[config.mk]
export PLATFORM = sky130hd
export DESIGN_NAME = lives_draw_flat
export DESIGN_NICKNAME = d
export VERILOG_FILES = /design/src/rtl/hud_pkg.sv /design/src/rtl/lives_draw_if.sv /design/src/rtl/lives_draw_vga_delay.sv /design/src/rtl/lives_draw.sv /design/src/flat_wrapper.sv
export SDC_FILE = /design/constraint.sdc
export NUM_CORES = 1
export LEC_CHECK = 0
export CAP_MARGIN = 20
export CORE_MARGIN = 2
export CORE_UTILIZATION = 50
export DETAILED_ROUTE_END_ITERATION = 8
export GPL_TIMING_DRIVEN = 0
export PLACE_DENSITY = 0.79
export SETUP_SLACK_MARGIN = 0.3
export SYNTH_ARGS = -nofsm -noshare
export SYNTH_HDL_FRONTEND = slang
export SYNTH_SLANG_ARGS = --single-unit
export TNS_END_PERCENT = 1
[constraint.sdc]
create_clock -name clk -period 4.6 [get_ports clk]
set_input_delay 0.69 -clock clk [delete_from_list [all_inputs] [get_ports clk]]
set_output_delay 0.69 -clock clk [all_outputs]
set_load 0.005 [all_outputs]
[src/rtl/hud_pkg.sv]
// Shared HUD constants and the VGA timing bundle used by the draw stages.
package hud_pkg;

  localparam int          HEART_W       = 29;
  localparam int          HEART_H       = 31;
  localparam logic [11:0] LIVES_KEY_RGB = 12'h000;
  localparam int          ROM_AW        = 10;

  typedef struct packed {
    logic [10:0] hcount;
    logic [10:0] vcount;
    logic        hsync;
    logic        vsync;
    logic        hblnk;
    logic        vblnk;
  } vga_bus_t;

endpackage

[src/rtl/lives_draw_if.sv]
// Pixel stream, heart ROM port and lives controls of lives_draw, bundled.
// No valid/ready: every signal moves one step per pixel clock at a fixed latency.
interface lives_draw_if;
  import hud_pkg::*;

  logic [10:0]       hcount_in;
  logic [10:0]       vcount_in;
  logic              hsync_in;
  logic              vsync_in;
  logic              hblnk_in;
  logic              vblnk_in;
  logic [11:0]       rgb_in;
  logic [10:0]       hcount_out;
  logic [10:0]       vcount_out;
  logic              hsync_out;
  logic              vsync_out;
  logic              hblnk_out;
  logic              vblnk_out;
  logic [11:0]       rgb_out;
  logic [ROM_AW-1:0] rom_addr;
  logic [11:0]       rom_rgb;
  logic              life_lost;
  logic              life_gain;
  logic [2:0]        lives;
  logic              game_over;

  // Upstream / environment side.
  modport master (
    output hcount_in, vcount_in, hsync_in, vsync_in, hblnk_in, vblnk_in, rgb_in,
    output rom_rgb, life_lost, life_gain,
    input  hcount_out, vcount_out, hsync_out, vsync_out, hblnk_out, vblnk_out,
    input  rgb_out, rom_addr, lives, game_over
  );

  // The draw stage itself.
  modport slave (
    input  hcount_in, vcount_in, hsync_in, vsync_in, hblnk_in, vblnk_in, rgb_in,
    input  rom_rgb, life_lost, life_gain,
    output hcount_out, vcount_out, hsync_out, vsync_out, hblnk_out, vblnk_out,
    output rgb_out, rom_addr, lives, game_over
  );

endinterface

[src/rtl/lives_draw_vga_delay.sv]
// vga_delay: N-stage register pipe of width W, synchronously cleared to zero.
module vga_delay #(
  parameter int W = 1,
  parameter int N = 3
) (
  input  logic         clk,
  input  logic         rst,
  input  logic [W-1:0] d_i,
  output logic [W-1:0] q_o
);

  logic [W-1:0] stage_q [N];

  always_ff @(posedge clk) begin
    if (rst) begin
      for (int i = 0; i < N; i++) stage_q[i] <= '0;
    end else begin
      stage_q[0] <= d_i;
      for (int i = 1; i < N; i++) stage_q[i] <= stage_q[i-1];
    end
  end

  assign q_o = stage_q[N-1];

endmodule

[src/rtl/lives_draw.sv]
// Lives counter plus heart-row overlay on the VGA stream (3-clock pixel latency).
// Optional macro LIVES_TRANSPARENCY_EN keys out the icon's black background.
module lives_draw
  import hud_pkg::*;
#(
  parameter int XPOS      = 16,
  parameter int YPOS      = 8,
  parameter int MAX_LIVES = 3,
  parameter int GAP       = 4
) (
  input logic         clk,
  input logic         rst,
  lives_draw_if.slave bus
);

  logic [2:0]        lives_q, lives_d;
  logic [2:0]        shown_q, shown_d;
  logic              game_over_q;
  logic              frame_start;

  logic [10:0]       rel_y, rel_x;
  logic              hit_d1_q, hit_d1_d;
  logic              hit_d2_q;
  logic [ROM_AW-1:0] rom_addr_q, rom_addr_d;

  vga_bus_t          bus_in, bus_d3;
  logic [11:0]       rgb_d2;
  logic [1:0]        blnk_d2;
  logic              draw;
  logic [11:0]       rgb_out_q, rgb_out_d;

  // ---------------- lives counter and per-frame snapshot ----------------
  always_comb begin
    lives_d = lives_q;
    if (bus.life_lost && !bus.life_gain && lives_q != 3'd0)
      lives_d = lives_q - 3'd1;
    else if (bus.life_gain && !bus.life_lost && lives_q < 3'(MAX_LIVES))
      lives_d = lives_q + 3'd1;
  end

  // Snapshot at the first pixel so a frame never shows a half-updated row.
  assign frame_start = (bus.hcount_in == 11'd0) && (bus.vcount_in == 11'd0);
  assign shown_d     = frame_start ? lives_q : shown_q;

  // ---------------- stage 1: window compare and ROM address ----------------
  // Unsigned wrap puts pixels left of / above a heart far out of range.
  always_comb begin
    rel_y      = bus.vcount_in - 11'(YPOS);
    rel_x      = '0;
    hit_d1_d   = 1'b0;
    rom_addr_d = rom_addr_q;
    for (int i = 0; i < MAX_LIVES; i++) begin
      rel_x = bus.hcount_in - 11'(XPOS + i * (HEART_W + GAP));
      if (rel_x < 11'(HEART_W) && rel_y < 11'(HEART_H) && i < int'(shown_q)) begin
        hit_d1_d   = 1'b1;
        rom_addr_d = {rel_y[4:0], rel_x[4:0]};
      end
    end
  end

  // ---------------- stage 3: compositing ----------------
`ifdef LIVES_TRANSPARENCY_EN
  assign draw = hit_d2_q && (bus.rom_rgb != LIVES_KEY_RGB);
`else
  assign draw = hit_d2_q;
`endif

  always_comb begin
    rgb_out_d = rgb_d2;
    if (blnk_d2[1] | blnk_d2[0]) rgb_out_d = 12'h000;
    else if (draw)               rgb_out_d = bus.rom_rgb;
  end

  always_ff @(posedge clk) begin
    if (rst) begin
      lives_q     <= 3'(MAX_LIVES);
      shown_q     <= 3'(MAX_LIVES);
      game_over_q <= 1'b0;
      hit_d1_q    <= 1'b0;
      hit_d2_q    <= 1'b0;
      rom_addr_q  <= '0;
      rgb_out_q   <= '0;
    end else begin
      lives_q     <= lives_d;
      shown_q     <= shown_d;
      game_over_q <= (lives_q == 3'd0);
      hit_d1_q    <= hit_d1_d;
      hit_d2_q    <= hit_d1_q;
      rom_addr_q  <= rom_addr_d;
      rgb_out_q   <= rgb_out_d;
    end
  end

  // ---------------- timing delay lines ----------------
  assign bus_in = '{hcount: bus.hcount_in, vcount: bus.vcount_in,
                    hsync:  bus.hsync_in,  vsync:  bus.vsync_in,
                    hblnk:  bus.hblnk_in,  vblnk:  bus.vblnk_in};

  vga_delay #(.W($bits(vga_bus_t)), .N(3)) u_bus_dly (
    .clk (clk),
    .rst (rst),
    .d_i (bus_in),
    .q_o (bus_d3)
  );

  vga_delay #(.W(12), .N(2)) u_rgb_dly (
    .clk (clk),
    .rst (rst),
    .d_i (bus.rgb_in),
    .q_o (rgb_d2)
  );

  // Blanks are needed one stage early to force black into the stage-3 register.
  vga_delay #(.W(2), .N(2)) u_blnk_dly (
    .clk (clk),
    .rst (rst),
    .d_i ({bus.hblnk_in, bus.vblnk_in}),
    .q_o (blnk_d2)
  );

  assign bus.hcount_out = bus_d3.hcount;
  assign bus.vcount_out = bus_d3.vcount;
  assign bus.hsync_out  = bus_d3.hsync;
  assign bus.vsync_out  = bus_d3.vsync;
  assign bus.hblnk_out  = bus_d3.hblnk;
  assign bus.vblnk_out  = bus_d3.vblnk;
  assign bus.rgb_out    = rgb_out_q;
  assign bus.rom_addr   = rom_addr_q;
  assign bus.lives      = lives_q;
  assign bus.game_over  = game_over_q;

endmodule

[src/flat_wrapper.sv]
// flat-port wrapper written by rule: the top's interface ports become plain ports
module lives_draw_flat import hud_pkg::*;
#(
  parameter int XPOS      = 16,
  parameter int YPOS      = 8,
  parameter int MAX_LIVES = 3,
  parameter int GAP       = 4
)
  (clk, rst, bus_hcount_in, bus_vcount_in, bus_hsync_in, bus_vsync_in, bus_hblnk_in, bus_vblnk_in, bus_rgb_in, bus_rom_rgb, bus_life_lost, bus_life_gain, bus_hcount_out, bus_vcount_out, bus_hsync_out, bus_vsync_out, bus_hblnk_out, bus_vblnk_out, bus_rgb_out, bus_rom_addr, bus_lives, bus_game_over);
  lives_draw_if bus_i ();
  input logic clk;
  input logic rst;
  input wire logic [$bits(bus_i.hcount_in)-1:0] bus_hcount_in;
  input wire logic [$bits(bus_i.vcount_in)-1:0] bus_vcount_in;
  input wire logic [$bits(bus_i.hsync_in)-1:0] bus_hsync_in;
  input wire logic [$bits(bus_i.vsync_in)-1:0] bus_vsync_in;
  input wire logic [$bits(bus_i.hblnk_in)-1:0] bus_hblnk_in;
  input wire logic [$bits(bus_i.vblnk_in)-1:0] bus_vblnk_in;
  input wire logic [$bits(bus_i.rgb_in)-1:0] bus_rgb_in;
  input wire logic [$bits(bus_i.rom_rgb)-1:0] bus_rom_rgb;
  input wire logic [$bits(bus_i.life_lost)-1:0] bus_life_lost;
  input wire logic [$bits(bus_i.life_gain)-1:0] bus_life_gain;
  output wire logic [$bits(bus_i.hcount_out)-1:0] bus_hcount_out;
  output wire logic [$bits(bus_i.vcount_out)-1:0] bus_vcount_out;
  output wire logic [$bits(bus_i.hsync_out)-1:0] bus_hsync_out;
  output wire logic [$bits(bus_i.vsync_out)-1:0] bus_vsync_out;
  output wire logic [$bits(bus_i.hblnk_out)-1:0] bus_hblnk_out;
  output wire logic [$bits(bus_i.vblnk_out)-1:0] bus_vblnk_out;
  output wire logic [$bits(bus_i.rgb_out)-1:0] bus_rgb_out;
  output wire logic [$bits(bus_i.rom_addr)-1:0] bus_rom_addr;
  output wire logic [$bits(bus_i.lives)-1:0] bus_lives;
  output wire logic [$bits(bus_i.game_over)-1:0] bus_game_over;
  assign bus_i.hcount_in = bus_hcount_in;
  assign bus_i.vcount_in = bus_vcount_in;
  assign bus_i.hsync_in = bus_hsync_in;
  assign bus_i.vsync_in = bus_vsync_in;
  assign bus_i.hblnk_in = bus_hblnk_in;
  assign bus_i.vblnk_in = bus_vblnk_in;
  assign bus_i.rgb_in = bus_rgb_in;
  assign bus_i.rom_rgb = bus_rom_rgb;
  assign bus_i.life_lost = bus_life_lost;
  assign bus_i.life_gain = bus_life_gain;
  assign bus_hcount_out = bus_i.hcount_out;
  assign bus_vcount_out = bus_i.vcount_out;
  assign bus_hsync_out = bus_i.hsync_out;
  assign bus_vsync_out = bus_i.vsync_out;
  assign bus_hblnk_out = bus_i.hblnk_out;
  assign bus_vblnk_out = bus_i.vblnk_out;
  assign bus_rgb_out = bus_i.rgb_out;
  assign bus_rom_addr = bus_i.rom_addr;
  assign bus_lives = bus_i.lives;
  assign bus_game_over = bus_i.game_over;
  lives_draw #(.XPOS(XPOS), .YPOS(YPOS), .MAX_LIVES(MAX_LIVES), .GAP(GAP)) u_core (.clk(clk), .rst(rst), .bus(bus_i));
endmodule
=== Yosys cells after proc, flatten, opt, wreduce, memory -nomap -nowiden ===
Memories as Yosys holds them, arrays and structs flattened.
Cells that the tools add are included.

* $add $sub $neg: 6
* $mul: 0
* Divide/modulo/power cells: 0
* Magnitude comparators: 8
* Equal/unequal tests: 0
* Shift-type cells: 0
* Multiplexer cells: 19
* Bitwise operators: 8
* Reduce and logical (&&, ||, !) cells: 20

{| class="wikitable"
|+ Operators with widths
! cell !! number
|-
| 26-bit two-way mux || 3
|-
| 11-bit by 5-bit < comparator with 1-bit output (second input constant) || 4
|-
| 12-bit two-way mux || 3
|-
| 10-bit two-way mux || 3
|-
| 11-bit logical NOT || 2
|-
| 1-bit logical AND || 11
|-
| 11-bit by 4-bit subtractor with 11-bit output (second input constant) || 1
|-
| 11-bit by 5-bit subtractor with 11-bit output (second input constant) || 1
|-
| 11-bit by 6-bit subtractor with 11-bit output (second input constant) || 1
|-
| 11-bit by 7-bit subtractor with 11-bit output (second input constant) || 1
|-
| 1-bit OR || 8
|-
| 1-bit by 3-bit < comparator with 1-bit output (first input constant) || 2
|-
| 1-bit two-way mux || 6
|-
| 3-bit two-way mux || 2
|-
| 3-bit nonzero test || 2
|-
| 2-bit two-way mux || 2
|-
| 3-bit by 1-bit adder with 3-bit output (second input constant) || 1
|-
| 3-bit logical NOT || 1
|-
| 2-bit by 3-bit < comparator with 1-bit output (first input constant) || 1
|-
| 3-bit by 2-bit < comparator with 1-bit output (second input constant) || 1
|-
| 3-bit by 1-bit subtractor with 3-bit output (second input constant) || 1
|-
| 1-bit logical NOT || 2
|-
| 2-bit nonzero test || 1
|-
| 2-bit OR reduction || 1
|}

* Register bits: 31
* Bits in latches: 0
* Memory bits (writable): 106
* Memory bits (read-only): 0
* Bits of input ports: 54
* Output and inout bits: 52
* Logic and storage cells: 71
* Memories kept: 3

{| class="wikitable"
|+ Memories
! memory !! depth !! bits a word !! rd ports !! clocked after memory_dff !! write ports !! line !! source
|-
| u_core.u_bus_dly.stage_q || 3 || 26 || 3 || 0 || 3 || lives_draw_vga_delay.sv:12 || <nowiki>logic [W-1:0] stage_q [N];</nowiki>
|-
| u_core.u_rgb_dly.stage_q || 2 || 12 || 2 || 0 || 2 || lives_draw_vga_delay.sv:12 ||
|-
| u_core.u_blnk_dly.stage_q || 2 || 2 || 2 || 0 || 2 || lives_draw_vga_delay.sv:12 ||
|}

=== Depth between registers and ports, before layout ===
* Word-level depth: 7
* Gate-level depth with buffers: 11
* Mapped depth without buffers: 9

=== Hierarchy ===
Synthesis repeated with hierarchy kept, for this count alone.

* Cell total of the unflattened synthesis: 503
* Area, all modules: 5386.4 um2

{| class="wikitable"
|+ By module, submodules not included
! module !! times used !! cells each !! area each (um2) !! sequential area each (um2)
|-
| vga_delay (u_core.u_bus_dly) || 1 || 190 || 2299.7 || 1561.5
|-
| lives_draw || 1 || 241 || 2183.3 || 620.6
|-
| vga_delay (u_core.u_rgb_dly) || 1 || 62 || 783.3 || 480.5
|-
| vga_delay (u_core.u_blnk_dly) || 1 || 10 || 120.1 || 80.1
|}

=== Worst setup path after synthesis ===
No wires, ideal clock.

* Kind: input to register
* From: in bus_hcount_in[2]
* To: reg u_core.rom_addr_q[2] (netlist: u_core.bus.rom_addr[2])
* Setup time: 0.137 ns
* Arrival: 2.642 ns
* Data required time: 4.463 ns
* Setup slack: 1.821 ns
* Stages: 11
* Path buffers: 2
* Cells stage by stage: buf_6 inv_1 ha_1 or3b_4 a31o_1 a211oi_2 nand4_1 buf_4 nor2b_1 o21ai_0 a221oi_2

* Cells in the longest elaborated chain, start to end: 6

{| class="wikitable"
|+ Ends and longest elaborated chain
! item !! line !! source
|-
| start: declaration || flat_wrapper.sv:13 || <nowiki>input wire logic [$bits(bus_i.hcount_in)-1:0] bus_hcount_in;</nowiki>
|-
| 11-bit by 6-bit subtractor with 11-bit output || lives_draw.sv:53 || <nowiki>rel_x = bus.hcount_in - 11'(XPOS + i * (HEART_W + GAP));</nowiki>
|-
| 11-bit by 5-bit < comparator with 1-bit output || lives_draw.sv:54 || <nowiki>if (rel_x < 11'(HEART_W) && rel_y < 11'(HEART_H) && i < int'(shown_q)) begin</nowiki>
|-
| 1-bit logical AND (2 in a row) || lives_draw.sv:54 ||
|-
| 10-bit two-way mux (2 in a row) || lives_draw.sv:54 ||
|-
| end signal: assignment || lives_draw.sv:89 || <nowiki>rom_addr_q <= rom_addr_d;</nowiki>
|-
| end: declaration || lives_draw.sv:24 || <nowiki>logic [ROM_AW-1:0] rom_addr_q, rom_addr_d;</nowiki>
|}

Several ways; a longest one is shown, not always the timed one. The select of a mux whose other input is x is not followed.
A chain may end at the register's enable or synchronous reset.

=== Worst setup path in the final report ===
* From: in bus_hcount_in[1]
* To: reg u_core.rom_addr_q[2] (netlist: u_core.bus.rom_addr[2])

The elaborated chain is that of the path after synthesis.

==> results.rst <==
.. list-table::
   :header-rows: 1

   * - Metric
     - Value
   * - Status
     - finished clean
   * - Clock Path Buffers
     - 2
   * - DRT Wirelength
     - 10900 um
   * - Yosys reg bits
     - 133
   * - Achievable frequency
     - 301 MHz
   * - Layout overhead on the synthesized area
     - 35.4%
   * - Via count
     - 3706
   * - Type of origin of the critical path
     - input port
   * - Ratio of final minimum period to clock period
     - 0.722
   * - Core area
     - 9680 um2
   * - Final setup violating endpoints
     - 0
   * - Gate Count Post-Synth
     - 485
   * - Number of antenna diodes
     - 0
   * - Min cycle time layout
     - 3320 ps
   * - Register-to-register path setup slack
     - 2620 ps
   * - Setup total negative slack
     - 0 ps
   * - Clock tree from TritonCTS
     - done
   * - Static power due to leakage
     - 0.00257 uW
   * - Total of max-cap violations
     - 0
   * - Row cnt
     - 36
   * - Syn_nets
     - 551
   * - Placed insts
     - 721
   * - Clock latency on the worst-skew pair
     - 510 ps
   * - Reg2Reg Launch Point
     - u_core.shown_q[2]
   * - Post-synth EDFFs
     - 0
   * - Multi-input combinational cell area
     - 1960 um2
   * - Warnings from Yosys
     - 0
   * - Filler cell count in the final layout
     - 752
   * - Required time at the worst-slack endpoint
     - 4970 ps
   * - Hold-fix buffers, CTS
     - 0
   * - Fraction of synthesis flops using an asynchronous set or reset pin
     - 0
   * - Avg Vias per Cell
     - 4.92
   * - Post-synthesis average cell area
     - 10.2 um2
   * - Sequential standard cell area
     - 2660 um2
   * - Die extent in x
     - 103 um
   * - Least-Margin Pin Slew
     - 657 ps
   * - Layout Cells excl Fill
     - 753
   * - DRC viols
     - 0
   * - Fin nets
     - 673
   * - Detailed Place HPWL
     - 7880 um
   * - Share of final-layout standard cells stronger than drive strength 1
     - 0.110
   * - Worst setup path class
     - input port to flip-flop
   * - Average routed wire per standard cell
     - 14.5 um
   * - Worst-case headroom to the max-slew limit
     - 0.562
   * - Endpoint of the most critical setup path
     - u_core.bus.rom_addr[2]
   * - Global-route usage over all layers
     - 0.216
   * - Clock-pin slew reported for the worst setup and hold paths after clock tree synthesis
     - 70 ps
   * - Clk Tree Root Cell
     - sky130_fd_sc_hd__clkbuf_8
   * - Cell depth of the worst min-delay path
     - 1
   * - RSZ-0062 raised after global routing
     - false
   * - 1st-iter DRT viols
     - 167
   * - Io pins
     - 106
   * - Portion of the post-synthesis area used by sequential elements
     - 0.539
   * - CTS sink count
     - 133
   * - Worst reg2reg path depth
     - 5
   * - Wire length of the first global-routing pass
     - 17300 um
   * - Arrival time at the worst endpoint
     - 3690 ps
   * - Setup crit end kind
     - flip-flop
   * - Total power per unit cell area
     - 399 nW/um2
   * - Count of distinct cell types in the synthesized netlist
     - 61
   * - Dominant register cell in the synthesized netlist
     - sky130_fd_sc_hd__dfxtp_1
   * - Netlist Area Pre-Place
     - 4940 um2
   * - Number of buffer cells added on primary ports
     - 103
   * - Crit-path max FO
     - 10
   * - H-tree levels
     - 4
   * - Start point of the critical path
     - bus_hcount_in[1]
   * - Starting utilization of the core area
     - 0.510
   * - Number of antenna violations at the first check in global routing
     - 0
   * - Vias in the first global route
     - 3534
   * - Worst slack on hold paths
     - 426 ps
   * - GRT Residual Overflow
     - 0
   * - Count of endpoints failing hold in the final timing report
     - 0
   * - Endpoint of the most critical register-to-register path
     - u_core.hit_d1_q
   * - Number of nets still failing antenna checks after routing
     - 0
   * - Largest net degree at the start of global routing
     - 17
   * - Final max-slew violation count
     - 0
   * - Iteration count of the initial detailed-routing pass
     - 4
   * - Post-CTS Setup Bufs
     - 0
   * - # resized after CTS
     - 0
   * - Die outline area
     - 10700 um2
   * - Height of the die
     - 103 um
   * - Gpl congestion
     - 0.917
   * - Worst hold-check path type
     - flip-flop to flip-flop
   * - Maximum resistive drop on vdd
     - 213 uV
   * - Cts bufs inserted
     - 17
   * - Final clock skew
     - 8.92 ps
[cells in the mapped netlist, types with 6 or more instances]
library cell / count / share of area
sky130_fd_sc_hd__a21oi_1: 11 / 0.011
sky130_fd_sc_hd__nor4_1: 6 / 0.0076
sky130_fd_sc_hd__nand2_1: 11 / 0.0084
sky130_fd_sc_hd__inv_1: 14 / 0.011
sky130_fd_sc_hd__buf_4: 23 / 0.035
sky130_fd_sc_hd__o21ai_0: 12 / 0.012
sky130_fd_sc_hd__ha_1: 11 / 0.028
sky130_fd_sc_hd__mux2i_1: 16 / 0.032
sky130_fd_sc_hd__clkbuf_1: 19 / 0.014
sky130_fd_sc_hd__nor2b_1: 101 / 0.13
sky130_fd_sc_hd__nor2_1: 37 / 0.028
sky130_fd_sc_hd__dfxtp_1: 133 / 0.54
sky130_fd_sc_hd__nor3_1: 9 / 0.0091
[power breakdown]
part | total (uW) | switching, uW | internal (uW)
clock network | 1240 | 553 | 685
logic | 227 | 108 | 119
registers | 1210 | 11.8 | 1200
[worst max-delay path: stages]
cell and delay (ps):
sky130_fd_sc_hd__clkdlybuf4s50_1 520, sky130_fd_sc_hd__inv_1 260, sky130_fd_sc_hd__ha_1 330, sky130_fd_sc_hd__or3b_4 450, sky130_fd_sc_hd__a31o_1 240, sky130_fd_sc_hd__a211oi_2 320
sky130_fd_sc_hd__nand4_1 180, sky130_fd_sc_hd__buf_4 230, sky130_fd_sc_hd__nor2b_1 140, sky130_fd_sc_hd__o21ai_0 240, sky130_fd_sc_hd__a221oi_2 80
[cells by family after synthesis]
kind of cell    count (synthesis)  synth area share
simple gates                  200             0.239
flops                         133             0.539
buf+inv                        61            0.0658
compound gates                 57            0.0815
mux                            17            0.0347
fa+ha+maj                      12            0.0319
xor+xnor                        5           0.00886
[registers in the layout, summed over array words and instances (netlist names)]
register	cells
u_core.bus.game_over	1
u_core.bus.lives	3
u_core.bus.rgb_out	12
u_core.bus.rom_addr	10
u_core.draw	1
u_core.hit_d1_q	1
u_core.shown_q	3
u_core.u_bus_dly.stage_q	78
u_core.u_rgb_dly.stage_q	24
[how the worst min path moves through the flow]
| stage | from | to | slack (ps) |
|---|---|---|---|
| 2_1_floorplan | u_core.hit_d1_q | u_core.draw | 410 |
| 3_3_place_gp | u_core.u_bus_dly.stage_q[0][10] | u_core.u_bus_dly.stage_q[0][36] | 420 |
| 3_5_place_dp | u_core.u_rgb_dly.stage_q[0][11] | u_core.u_rgb_dly.stage_q[0][23] | 420 |
| 4_1_cts | u_core.u_bus_dly.stage_q[0][51] | u_core.u_bus_dly.stage_q[0][77] | 430 |
| 5_1_grt | u_core.u_bus_dly.stage_q[0][46] | u_core.u_bus_dly.stage_q[0][72] | 440 |
| 6_report | u_core.u_bus_dly.stage_q[0][51] | u_core.u_bus_dly.stage_q[0][77] | 430 |
[routing by layer]
| layer | track usage | vias to the layer above | part of all wire |
|---|---|---|---|
| li1 | - | 1852 | - |
| met1 | 0.254 | 1718 | 0.43 |
| met2 | 0.377 | 125 | 0.50 |
| met3 | 0.0585 | 11 | 0.053 |
| met4 | 0.0820 | 0 | 0.013 |
| met5 | 0 | - | 0 |
[cell usage in the layout, fill, tap and decap left out, types with 2 or more instances in the layout]
| cell type | n |
|---|---|
| sky130_fd_sc_hd__buf_1 | 2 |
| sky130_fd_sc_hd__a211oi_1 | 5 |
| sky130_fd_sc_hd__clkinvlp_4 | 3 |
| sky130_fd_sc_hd__clkbuf_1 | 19 |
| sky130_fd_sc_hd__or3_1 | 4 |
| sky130_fd_sc_hd__buf_2 | 2 |
| sky130_fd_sc_hd__nor2b_1 | 101 |
| sky130_fd_sc_hd__or4_1 | 2 |
| sky130_fd_sc_hd__ha_1 | 11 |
| sky130_fd_sc_hd__nand4_1 | 3 |
| sky130_fd_sc_hd__a2111oi_0 | 2 |
| sky130_fd_sc_hd__a31oi_1 | 3 |
| sky130_fd_sc_hd__dfxtp_1 | 133 |
| sky130_fd_sc_hd__buf_4 | 23 |
| sky130_fd_sc_hd__xnor2_1 | 5 |
| sky130_fd_sc_hd__clkdlybuf4s50_1 | 103 |
| sky130_fd_sc_hd__mux2i_1 | 16 |
| sky130_fd_sc_hd__nand4b_1 | 4 |
| sky130_fd_sc_hd__a22oi_1 | 2 |
| sky130_fd_sc_hd__and3_1 | 2 |
| sky130_fd_sc_hd__clkbuf_16 | 16 |
| sky130_fd_sc_hd__nand3_1 | 4 |
| sky130_fd_sc_hd__nand2_1 | 11 |
| sky130_fd_sc_hd__a211o_1 | 2 |
| sky130_fd_sc_hd__inv_6 | 4 |
| sky130_fd_sc_hd__nand2b_1 | 4 |
| sky130_fd_sc_hd__inv_8 | 3 |
| sky130_fd_sc_hd__nor2_1 | 37 |
| sky130_fd_sc_hd__o211ai_1 | 2 |
| sky130_fd_sc_hd__nor3b_1 | 2 |
| sky130_fd_sc_hd__clkinv_4 | 3 |
| sky130_fd_sc_hd__inv_1 | 14 |
| sky130_fd_sc_hd__and2_1 | 2 |
| sky130_fd_sc_hd__nor3_1 | 9 |
| sky130_fd_sc_hd__o21ai_0 | 12 |
| sky130_fd_sc_hd__nor4_1 | 6 |
| sky130_fd_sc_hd__a21oi_1 | 11 |
[final cells by class]
type | instances | area share
inverter | 14 | 0.00785
multi-input combinational | 291 | 0.292
timing repair buffer | 103 | 0.154
clock buffer | 17 | 0.0619
clock inverter | 15 | 0.0207
buffer | 47 | 0.0407
tap | 133 | 0.0249
sequential | 133 | 0.398
[metrics by stage]
stage               instance area (um2)  setup slack (ps)  total power [uW]   util
floorplan                          4940              1820              1350      -
global placement                   6140               774              1450  0.634
detailed placement                 6140               790              1460  0.634
CTS                                6690              1300              2690  0.691
global route                       6690              1100              2780  0.691
finish                             6690              1280              2670  0.691
Note: power is estimated with default switching activity, not from simulation.
